[config.mk]
export PLATFORM = sky130hd
export DESIGN_NAME = seg_scan_mux_4_to_1_flat
export DESIGN_NICKNAME = d
export VERILOG_FILES = /design/src/rtl/seg_scan_mux_4_to_1_pkg.sv /design/src/rtl/seg_scan_mux_4_to_1_if.sv /design/src/rtl/seg_scan_mux_4_to_1_tick_gen.sv /design/src/rtl/seg_scan_mux_4_to_1.sv /design/src/flat_wrapper.sv
export SDC_FILE = /design/constraint.sdc
export NUM_CORES = 1
export LEC_CHECK = 0
export CORE_UTILIZATION = 53
export CTS_CLUSTER_DIAMETER = 50
export DETAILED_ROUTE_END_ITERATION = 12
export PLACE_DENSITY = 0.91
export SKIP_LAST_GASP = 1
export SYNTH_ARGS = -nofsm -noshare
export SYNTH_HDL_FRONTEND = slang
export SYNTH_HIERARCHICAL = 1
export SYNTH_SLANG_ARGS = --single-unit
[constraint.sdc]
create_clock -name i_clk -period 2.8 [get_ports i_clk]
set_input_delay 0.7 -clock i_clk [delete_from_list [all_inputs] [get_ports i_clk]]
set_output_delay 0.7 -clock i_clk [all_outputs]
set_load 0.02 [all_outputs]
[src/rtl/seg_scan_mux_4_to_1_pkg.sv]
// Shared types and constants for the 4-to-1 segment scanner.
// The BLANK state is used only when the design is built with SCAN_BLANK_EN.
package seg_scan_pkg;

  typedef enum logic [1:0] {
    IDLE  = 2'd0,
    SHOW  = 2'd1,
    BLANK = 2'd2
  } state_t;

  localparam int         NUM_DIGITS = 4;
  localparam logic [7:0] SEG_BLANK  = 8'h00;
  localparam logic [3:0] AN_ALL_OFF = 4'b1111;

  // Counter width that stays legal for a terminal count of 1.
  function automatic int cnt_width(input int n);
    return (n > 1) ? $clog2(n) : 1;
  endfunction

  function automatic logic [3:0] an_select(input logic [1:0] k);
    return ~(4'b0001 << k);
  endfunction

endpackage

[src/rtl/seg_scan_mux_4_to_1_if.sv]
// Pattern inputs and display-side outputs of the segment scanner.
// The slave modport is the scanner, the master modport is whatever drives it.
interface seg_scan_mux_4_to_1_if;
  logic       i_en;
  logic [7:0] i_a;
  logic [7:0] i_b;
  logic [7:0] i_c;
  logic [7:0] i_d;
  logic [7:0] o_seg;
  logic [3:0] o_an_n;
  logic [1:0] o_sel;
  logic       o_frame;

  modport master (
    output i_en, i_a, i_b, i_c, i_d,
    input  o_seg, o_an_n, o_sel, o_frame
  );

  modport slave (
    input  i_en, i_a, i_b, i_c, i_d,
    output o_seg, o_an_n, o_sel, o_frame
  );
endinterface

[src/rtl/seg_scan_mux_4_to_1_tick_gen.sv]
// Dwell counter: counts from 0 while not cleared, o_tick marks the last
// cycle of an N-cycle interval.
module scan_tick_gen
  import seg_scan_pkg::*;
#(
  parameter int N = 4
) (
  input  logic i_clk,
  input  logic i_rst,
  input  logic i_clr,
  output logic o_tick
);

  localparam int W = cnt_width(N);

  logic [W-1:0] cnt;

  // NOTE: sequential state uses non-blocking assignments so every register
  // samples pre-edge values regardless of block ordering.
  always_ff @(posedge i_clk or posedge i_rst) begin
    if (i_rst)      cnt <= '0;
    else if (i_clr) cnt <= '0;
    else            cnt <= cnt + W'(1);
  end

  assign o_tick = (cnt == W'(N - 1));

endmodule

[src/rtl/seg_scan_mux_4_to_1.sv]
// Time-division 4-to-1 display scanner with per-frame input snapshot.
// Define SCAN_BLANK_EN to insert BLANK_CYCLES of all-off dead time between digits.
module seg_scan_mux_4_to_1
  import seg_scan_pkg::*;
#(
  parameter int PRESCALE     = 50000,
  parameter int BLANK_CYCLES = 1000
) (
  input  logic                  i_clk,
  input  logic                  i_rst,
  seg_scan_mux_4_to_1_if.slave  bus
);

  state_t     state;
  logic       en_q;
  logic [1:0] k;
  logic [1:0] k_nxt;
  logic [7:0] snap [NUM_DIGITS];

  logic show_tick;
  logic show_clr;
  logic advance;

  assign k_nxt    = k + 2'd1;
  // Counters restart on every state entry, so no dwell carries over.
  assign show_clr = (state != SHOW) || show_tick;

  scan_tick_gen #(.N(PRESCALE)) u_show_tick (
    .i_clk  (i_clk),
    .i_rst  (i_rst),
    .i_clr  (show_clr),
    .o_tick (show_tick)
  );

`ifdef SCAN_BLANK_EN
  logic blank_tick;
  logic blank_clr;
  logic to_blank;

  assign blank_clr = (state != BLANK) || blank_tick;
  assign to_blank  = (state == SHOW) && show_tick;
  assign advance   = (state == BLANK) && blank_tick;

  scan_tick_gen #(.N(BLANK_CYCLES)) u_blank_tick (
    .i_clk  (i_clk),
    .i_rst  (i_rst),
    .i_clr  (blank_clr),
    .o_tick (blank_tick)
  );
`else
  assign advance = (state == SHOW) && show_tick;
`endif

  always_ff @(posedge i_clk or posedge i_rst) begin
    if (i_rst) begin
      state       <= IDLE;
      en_q        <= 1'b0;
      k           <= 2'd0;
      // NOTE: the snapshot is a handful of flops, not a RAM, so it is reset
      // to a known value like the rest of the state.
      for (int i = 0; i < NUM_DIGITS; i++) snap[i] <= '0;
      bus.o_seg   <= SEG_BLANK;
      bus.o_an_n  <= AN_ALL_OFF;
      bus.o_sel   <= 2'd0;
      bus.o_frame <= 1'b0;
    end else begin
      en_q        <= bus.i_en;
      bus.o_frame <= 1'b0;
      if (!en_q) begin
        state      <= IDLE;
        k          <= 2'd0;
        bus.o_seg  <= SEG_BLANK;
        bus.o_an_n <= AN_ALL_OFF;
        bus.o_sel  <= 2'd0;
      end else if (state == IDLE || (advance && k_nxt == 2'd0)) begin
        // Frame start: capture all four patterns and show digit 0 at once.
        state       <= SHOW;
        k           <= 2'd0;
        snap[0]     <= bus.i_a;
        snap[1]     <= bus.i_b;
        snap[2]     <= bus.i_c;
        snap[3]     <= bus.i_d;
        bus.o_seg   <= bus.i_a;
        bus.o_an_n  <= an_select(2'd0);
        bus.o_sel   <= 2'd0;
        bus.o_frame <= 1'b1;
      end else if (advance) begin
        state      <= SHOW;
        k          <= k_nxt;
        bus.o_seg  <= snap[k_nxt];
        bus.o_an_n <= an_select(k_nxt);
        bus.o_sel  <= k_nxt;
`ifdef SCAN_BLANK_EN
      end else if (to_blank) begin
        state      <= BLANK;
        bus.o_seg  <= SEG_BLANK;
        bus.o_an_n <= AN_ALL_OFF;
`endif
      end
    end
  end

endmodule

[src/flat_wrapper.sv]
// flat-port wrapper written by rule: the top's interface ports become plain ports
module seg_scan_mux_4_to_1_flat import seg_scan_pkg::*;
#(
  parameter int PRESCALE     = 50000,
  parameter int BLANK_CYCLES = 1000
)
  (i_clk, i_rst, bus_i_en, bus_i_a, bus_i_b, bus_i_c, bus_i_d, bus_o_seg, bus_o_an_n, bus_o_sel, bus_o_frame);
  seg_scan_mux_4_to_1_if bus_i ();
  input  logic i_clk;
  input  logic i_rst;
  input wire logic [$bits(bus_i.i_en)-1:0] bus_i_en;
  input wire logic [$bits(bus_i.i_a)-1:0] bus_i_a;
  input wire logic [$bits(bus_i.i_b)-1:0] bus_i_b;
  input wire logic [$bits(bus_i.i_c)-1:0] bus_i_c;
  input wire logic [$bits(bus_i.i_d)-1:0] bus_i_d;
  output wire logic [$bits(bus_i.o_seg)-1:0] bus_o_seg;
  output wire logic [$bits(bus_i.o_an_n)-1:0] bus_o_an_n;
  output wire logic [$bits(bus_i.o_sel)-1:0] bus_o_sel;
  output wire logic [$bits(bus_i.o_frame)-1:0] bus_o_frame;
  assign bus_i.i_en = bus_i_en;
  assign bus_i.i_a = bus_i_a;
  assign bus_i.i_b = bus_i_b;
  assign bus_i.i_c = bus_i_c;
  assign bus_i.i_d = bus_i_d;
  assign bus_o_seg = bus_i.o_seg;
  assign bus_o_an_n = bus_i.o_an_n;
  assign bus_o_sel = bus_i.o_sel;
  assign bus_o_frame = bus_i.o_frame;
  seg_scan_mux_4_to_1 #(.PRESCALE(PRESCALE), .BLANK_CYCLES(BLANK_CYCLES)) u_core (.i_clk(i_clk), .i_rst(i_rst), .bus(bus_i));
endmodule
==> metrics, run 1 <==
Synth Cell Area=3040 um2; async set or reset register ratio after synthesis=100%; Period Utilization, post-route=84.8%; GR Util met1=30.2%; crit path max fanout=14; First-pass DRT Iterations=4; CTS H-tree depth=3; hold slack=485 ps; Layout area overhead=26.0%; Peak VDD IR=0.445 mV; number of synthesized flops with an enable pin=0; sequential share of the synthesized area=53.6%; Ports=50; Fmax achieved=421 MHz; commonest cells after routing, fill and taps aside=dfrtp_1 (61), clkdlybuf4s50_1 (49), mux2_2 (30); chip width=77.8 um; # diodes=0; max incr delay on CP=450 ps; Worst-Margin Slew=751 ps; static leakage=1.56 nW; Worst Setup Start Kind=flop; die area=6050 um2; Max clock buf depth=2; drt wl/cell=18.2 um; Sinks on Clock Net=65; CP cell instances=nor4b_1 -> nand4_1 -> nor3_1 -> buf_4 -> nand2b_1 -> nor2_1 -> mux2_1; Ys Warns=6; setup slack after layout=426 ps; PwrDens=595 nW/um2; Worst EP arrival=2600 ps; starting DRC count in detailed routing=193; # fillers=365; final WL=6560 um; CTS Buf Count=9; post-route ant nets=0; GP Congestion=0.791; Post-route DRC=0; Setup CP Type=flop to flop; syn avg cell area=13.3 um2; worst skew pair latency=340 ps; CTS tree=built; initial antenna violation count=0; Slowest-stage cell, CP=dfrtp_1; Post-CTS Resized=0; die height=77.8 um; Post-Route Utilization=69.6%; Nets=323; GRT overflow=0; Hold Buf Count CTS=0; Syn Inst Count=229; Worst-path clk slew=70 ps; met2 global-route usage=40.7%; first-pass GRT wire length=11100 um; Cell variety after synth=39; Fin. Hold Viols=0; Period minus WS final=2370 ps; GRT Total Usage=24.7%; Worst EP required=3030 ps; vias in the first global route=2308; Final Max Slew Viols=0; largest net degree at the start of global routing=35; pre-CTS setup slack=466 ps; setup total negative slack=0 ps; vias per cell=5.88; dpl hpwl=4530 um; RSZ-0062 raised after global routing=no; gr busiest metal=met2; crit end category=flop; clock skew after layout=5.79 ps; Post-CTS Setup Bufs=0; share of layout cells above drive strength 1=24.3%; met3 GRT Util=6.47%; slew margin rel.=49.8%; final setup fails=0; status=completed; commonest non-fill, non-tap cell in the layout=dfrtp_1; Syn Nets=269; Max-Cap Viols=0; number of synthesized register bits=65; CORE AREA=5510 um2; Buf/Inv on CP=1; vias post-DR=2116; Rows=27; root buf cell=clkbuf_8; HP Class=flop to flop; Synth Flop Type=dfrtp_1; Port Buffer Count=49; Initial Util=55.2%; Worst path top cell family by delay=simple AND/OR/NAND/NOR gates
==> worst reg2reg max path, delay by kind of cell, from the launching register on <==
family                 cells  cell delay (ps)
DFF                        1              450
muxes                      1              310
and+or+nand+nor            5             1280
buffers and inverters      1              220
==> where the power goes <==
part	leakage (nW)	internal [W]	total, W	switching (W)
sequential	0.808	0.00102	0.00107	0.0000519
combinational	0.632	0.000149	0.000240	0.0000910
clock	0.115	0.000591	0.000967	0.000376
==> state kept, by name, summed over array words and instances, names as in the netlist <==
register and cells:
u_core/snap 32, u_core/u_show_tick/cnt 16, u_core/bus.o_seg 8, u_core/bus.o_an_n 4, u_core/k 2, u_core/bus.o_frame 1, u_core/en_q 1, u_core/state 1
==> final cells by class <==
| type | count | area [um2] | area share [%] |
|---|---|---|---|
| Clock buffer | 9 | 124 | 3.23 |
| Clock inverter | 7 | 119 | 3.10 |
| Inverter | 8 | 35.0 | 0.914 |
| Multi-Input combinational cell | 146 | 1300 | 33.9 |
| Sequential cell | 65 | 1630 | 42.6 |
| Tap cell | 72 | 90.1 | 2.35 |
| Timing Repair Buffer | 53 | 533 | 13.9 |
==> through the flow <==
| step | cell area (um2) | power, W | instances |
|---|---|---|---|
| after floorplan | 3040 | 0.00122 | 229 |
| after global placement | 3590 | 0.00131 | 344 |
| after detailed placement | 3590 | 0.00133 | 344 |
| after CTS | 3830 | 0.00230 | 360 |
| after global routing | 3830 | 0.00236 | 360 |
| final | 3830 | 0.00228 | 360 |
==> worst paths after layout <==
path / from / end / slack, ps / depth (start not counted)
setup / recovery: u_core/u_show_tick/cnt[7] / u_core/u_show_tick/cnt[15] / 430 / 7
hold / removal: u_core/snap[6] / u_core/snap[6] / 490 / 1
setup reg to reg: u_core/u_show_tick/cnt[7] / u_core/u_show_tick/cnt[15] / 430 / 7
hold reg to reg: u_core/snap[6] / u_core/snap[6] / 490 / 1
max in group asynchronous: i_rst / u_core/snap[18] / 1500 / 3
min in group asynchronous: i_rst / u_core/snap[22] / 760 / 2
==> routing by layer <==
metal / part of all wire, % / up-vias
li1: - / 956
met1: 41 / 1067
met2: 52 / 81
met3: 5.7 / 12
met4: 1.4 / 0
met5: 0 / -
==> logic make-up after synthesis <==
family,after synthesis,synth area share [%]
and+or+nand+nor,65,13.7
DFF,65,53.6
muxes,44,19.4
AOI/OAI and AO/OA,28,6.42
buffers and inverters,18,3.66
adders and majority gates,5,2.06
xor gates and xnor gates,4,1.15
==> synthesized netlist by cell type (all sizes together) (2+ instances only) <==
library cell,count,share of area (%)
nor4,4,0.82
nand2,5,1.2
nand3,9,1.5
or4,4,0.99
xor2,2,0.58
or3,3,0.62
clkbuf,3,0.37
nand2b,2,0.41
nor2,13,1.6
dfrtp,61,50
a21oi,8,1.3
dfstp,4,3.5
a221o,8,2.6
ha,5,2.1
nand3b,4,0.99
nand4,5,2.0
mux4,8,5.9
o21ai,7,1.2
o31ai,4,0.99
and2,8,1.6
buf,7,2.1
mux2,36,13
xnor2,2,0.58
nor2b,4,0.82
inv,8,1.2
(Power assumes the default switching activity.)
==> run 2, diff against run 1 <==
==> constraint.sdc (replaced) <==
create_clock -name i_clk -period 2.23 [get_ports i_clk]
set_input_delay 0.5575 -clock i_clk [delete_from_list [all_inputs] [get_ports i_clk]]
set_output_delay 0.5575 -clock i_clk [all_outputs]
set_load 0.02 [all_outputs]
==> run 2 against run 1 <==
Compared with the run above:
- maximum frequency grew 15%
- critical path type unchanged
- sequential cell count is the same
- first-iteration DRC count shrank 44%
- count of clock-buffer cells in the layout grew 5
- highest routed layer unchanged
- worst hold slack gained 2.8 ps
- non-clock buffer count grew 7
- wire length shrank 5.2%
==> metrics, run 2 (same netlist as run 1, synthesis figures left out) <==
status=completed; PwrDens=676 nW/um2; Worst EP required=2450 ps; Biggest register=u_core/snap; root buf cell=clkbuf_8; # diodes=0; Max clock buf depth=2; Worst Setup Start Kind=flop; Setup CP Type=flop to flop; Worst-path clk slew=70 ps; chip width=77.8 um; Initial Util=55.2%; die area=6050 um2; CTS tree=built; Hold Buf Count CTS=0; Worst EP arrival=2290 ps; final setup fails=0; commonest cells after routing, fill and taps aside=dfrtp_1 (61), clkdlybuf4s50_1 (49), mux2_2 (30); CTS H-tree depth=3; Period Utilization, post-route=92.8%; Nets=330; Final Max Slew Viols=0; worst skew pair latency=340 ps; GRT Total Usage=23.0%; HP Class=flop to flop; crit path max fanout=20; Layout area overhead=26.9%; GP Congestion=0.841; post-route ant nets=0; vias in the first global route=2186; CTS Buf Count=9; CORE AREA=5510 um2; Period minus WS final=2070 ps; First-pass DRT Iterations=4; largest registers=u_core/snap x32, u_core/u_show_tick/cnt x16, u_core/bus.o_seg x8; dpl hpwl=4230 um; Fin. Hold Viols=0; Fmax achieved=483 MHz; vias post-DR=2080; Peak VDD IR=0.447 mV; final WL=6220 um; first-pass GRT wire length=10500 um; setup total negative slack=0 ps; GRT overflow=0; Sinks on Clock Net=65; RSZ-0062 raised after global routing=no; Max-Cap Viols=0; starting DRC count in detailed routing=108; crit end category=flop; drt wl/cell=16.9 um; Worst-Margin Slew=705 ps; Ports=50; Port Buffer Count=49; Rows=27; initial antenna violation count=0; share of layout cells above drive strength 1=26.4%; number of flip-flops in the largest register=32; Post-route DRC=0; vias per cell=5.67; die height=77.8 um; Design Power=0.00261 W; clock skew after layout=8.60 ps; static leakage=1.59 nW; commonest non-fill, non-tap cell in the layout=dfrtp_1; slew margin rel.=52.8%; largest net degree at the start of global routing=35
==> run 2: changes by cell type in the layout (fill, tap and decap cells not counted), moves of 2 or more <==
| cell | before | now |
|---|---|---|
| clkinvlp_4 | 2 | 0 |
| clkbuf_8 | 9 | 13 |
| bufinv_16 | 3 | 0 |
| buf_4 | 3 | 9 |
==> run 2: what timing repair did <==
item / CTS / global route
setup buffers: 0 / 0
setup endpoints to repair: 24 / 35
gates resized for setup: 1 / 3
==> run 2: final timing paths <==
check	from	end	slack [ps]	depth (start not counted)
worst min register to register	u_core/snap[6]	u_core/snap[6]	490	1
worst max-delay path	u_core/u_show_tick/cnt[11]	u_core/u_show_tick/cnt[15]	160	8
min in group asynchronous	i_rst	u_core/state[0]	640	2
worst min-delay path	u_core/snap[6]	u_core/snap[6]	490	1
worst max register to register	u_core/u_show_tick/cnt[11]	u_core/u_show_tick/cnt[15]	160	8
max in group asynchronous	i_rst	u_core/snap[28]	1070	3
==> run 2: layout make-up <==
| type | count | area, um2 |
|---|---|---|
| Clock buffer | 14 | 183 |
| Tap cell | 72 | 90.1 |
| Sequential cell | 65 | 1630 |
| Timing Repair Buffer | 60 | 598 |
| Clock inverter | 2 | 10.0 |
| Fill cell | 366 | 1650 |
| Inverter | 8 | 42.5 |
| Multi-Input combinational cell | 146 | 1310 |
==> run 2: critical path, cell delays in order, from the launching register on <==
cell,delay [ps]
dfrtp_1,430
nor4b_1,300
nand4_1,150
nor3_2,190
buf_4,220
nand2b_1,170
buf_12,160
nor2_1,50
mux2_1,290
==> run 2: power by group <==
| part | internal (W) | switching [W] | total (W) | leakage [nW] |
|---|---|---|---|---|
| Sequential | 0.00128 | 0.0000620 | 0.00134 | 0.808 |
| Combinational | 0.000193 | 0.000114 | 0.000308 | 0.676 |
| Clock | 0.000523 | 0.000436 | 0.000958 | 0.102 |
==> run 2: per-stage QoR <==
stage               utilization (%)  worst slack, ps  hold WS (ps)  cells  instance area [um2]
floorplan                         -             13.1           453    229                 3040
finish                         70.1              160           488    367                 3860
global placement               66.3              116           467    351                 3650
global route                   70.1             56.5           517    367                 3860
CTS                            69.9             22.5           494    367                 3850
detailed placement             66.3             38.1           478    351                 3650
==> run 2: metal layers <==
metal  wire (um)  track usage, %  up-vias  share of wire [%]
li1            -               -      961                  -
met1        2680            28.5     1050                 43
met2        3190            38.2       57                 51
met3         234            4.94       12                3.8
met4         116            11.1        0                1.9
met5           0               0        -                  0
==> run 3, diff against run 2 <==
--- a/config.mk
+++ b/config.mk
@@ -5,6 +5,7 @@
 export SDC_FILE = /design/constraint.sdc
 export NUM_CORES = 1
 export LEC_CHECK = 0
+export CORE_MARGIN = 2
 export CORE_UTILIZATION = 53
 export CTS_CLUSTER_DIAMETER = 50
 export DETAILED_ROUTE_END_ITERATION = 12
==> run 3 against run 2 <==
Compared with the run above:
- total power is 1.2% higher
- wire length is 6.2% higher
- register-to-register slack hardly changed
- worst hold slack better by 7.6 ps
- maximum frequency is 0.46% lower
- clock skew is 1.5 ps higher
- highest routed layer unchanged
==> metrics, run 3 (same netlist as run 1, synthesis figures left out) <==
largest net degree at the start of global routing=35; Hold Crit Depth=1; starting DRC count in detailed routing=138; status=completed; die area=6360 um2; root buf cell=clkbuf_8; Worst path top cell family by delay=simple AND/OR/NAND/NOR gates; Ports=50; Crit. Startpoint=u_core/u_show_tick/cnt[11]; R2R Path End=u_core/u_show_tick/cnt[15]; crit path max fanout=13; crit end category=flop; # diodes=0; P_sw=0.000618 W; number of flip-flops in the largest register=32; Worst-path clk slew=70 ps; Hold Buf Count CTS=0; Setup CP Type=flop to flop; Max-Cap Viols=0; Rows=27; Biggest register=u_core/snap; commonest cells after routing, fill and taps aside=dfrtp_1 (61), clkdlybuf4s50_1 (49), mux2_2 (30); Port Buffer Count=49; hold_sp=u_core/snap[6]; PwrDens=685 nW/um2; Buf/Inv on CP=1; dpl hpwl=4550 um; Pint=0.00202 W; Worst Setup Start Kind=flop; Slowest-stage cell, CP=dfrtp_1; logic gate share of total power=11.7%; flop2flop setup slack=150 ps; CTS tree=built; Worst EP required=2450 ps; vias per cell=5.68; Layout area overhead=26.8%; Sinks on Clock Net=65; Max clock buf depth=2; Nets=331; CTS Buf Count=9; chip width=79.8 um; Design Power=0.00264 W; First-pass DRT Iterations=4; largest registers=u_core/snap x32, u_core/u_show_tick/cnt x16, u_core/bus.o_seg x8; Peak VDD IR=0.481 mV; Worst-Margin Slew=660 ps; slew margin rel.=55.8%; Fmax achieved=481 MHz; Initial Util=54.9%; Post-Route Utilization=69.6%; final setup fails=0; CTS H-tree depth=3; GP Congestion=0.860; die height=79.8 um; initial antenna violation count=0; max incr delay on CP=420 ps; post-route ant nets=0; Post-route DRC=0; Sw Ratio=23.4%; share of layout cells above drive strength 1=26.4%; clock power share=37.4%; FF-to-FF Start=u_core/u_show_tick/cnt[11]; commonest non-fill, non-tap cell in the layout=dfrtp_1; static leakage=1.58 nW; Seq pwr share=50.9%; HP Class=flop to flop; final WL=6600 um; first-pass GRT wire length=10700 um; worst skew pair latency=350 ps; GRT Total Usage=23.0%; CORE AREA=5540 um2; Post-CTS Setup Bufs=0; CP cell instances=nor4b_1 -> nand4_1 -> nor3_1 -> buf_4 -> nand2b_2 -> nor2_1 -> mux2_1; GRT overflow=0; Worst EP arrival=2300 ps; Final Max Slew Viols=0; Period minus WS final=2080 ps; hold endpoint=u_core/snap[6]; Period Utilization, post-route=93.2%; drt wl/cell=17.9 um; vias post-DR=2089; vias in the first global route=2209; Fin. Hold Viols=0; clock skew after layout=10.1 ps; R2R depth=7
==> run 3: how the worst max path moves through the flow <==
stage	end	slack (ps)	cells past startpoint
floorplan	u_core/u_show_tick/cnt[13]	10	8
global placement	u_core/u_show_tick/cnt[13]	170	7
detailed placement	u_core/u_show_tick/cnt[15]	70	7
CTS	u_core/u_show_tick/cnt[15]	20	7
global route	u_core/u_show_tick/cnt[15]	-3	7
finish	u_core/u_show_tick/cnt[15]	150	7
==> run 3: per-layer routing <==
metal	wire length, um	track usage, %	up-vias
li1	-	-	962
met3	359	7.81	8
met5	0	0	-
met1	2650	26.8	1048
met4	83	7.63	0
met2	3510	39.9	71
==> run 3: what timing repair did <==
action / in CTS / in global routing
endpoints found under the setup margin: 0 / 36
hold endpoints to repair: 0 / 0
gates resized for setup: 0 / 4
==> run 3: cell type report <==
class	count	area, um2
Fill cell	401	1680
Tap cell	72	90.1
Sequential cell	65	1630
Inverter	8	42.5
Multi-Input combinational cell	146	1300
Clock buffer	12	145
Timing Repair Buffer	61	593
Clock inverter	4	51.3
==> run 3: power groups by stage <==
stage,clock network (W),registers (W),logic [W]
floorplan,0,0.00135,0.000180
global placement,0,0.00136,0.000296
detailed placement,0,0.00136,0.000309
CTS,0.00102,0.00134,0.000311
global route,0.00108,0.00135,0.000333
finish,0.000989,0.00134,0.000309
==> run 3: through the flow <==
step / cell area [um2] / hold slack (ps) / instances / setup TNS, ps / setup WS [ps]
after floorplan: 3040 / 453 / 229 / 0 / 13.1
after global placement: 3650 / 465 / 352 / 0 / 166
after detailed placement: 3650 / 484 / 352 / 0 / 70.1
after CTS: 3840 / 500 / 368 / 0 / 18.8
after global routing: 3860 / 516 / 368 / -2.64 / -2.64
final: 3860 / 495 / 368 / 0 / 151
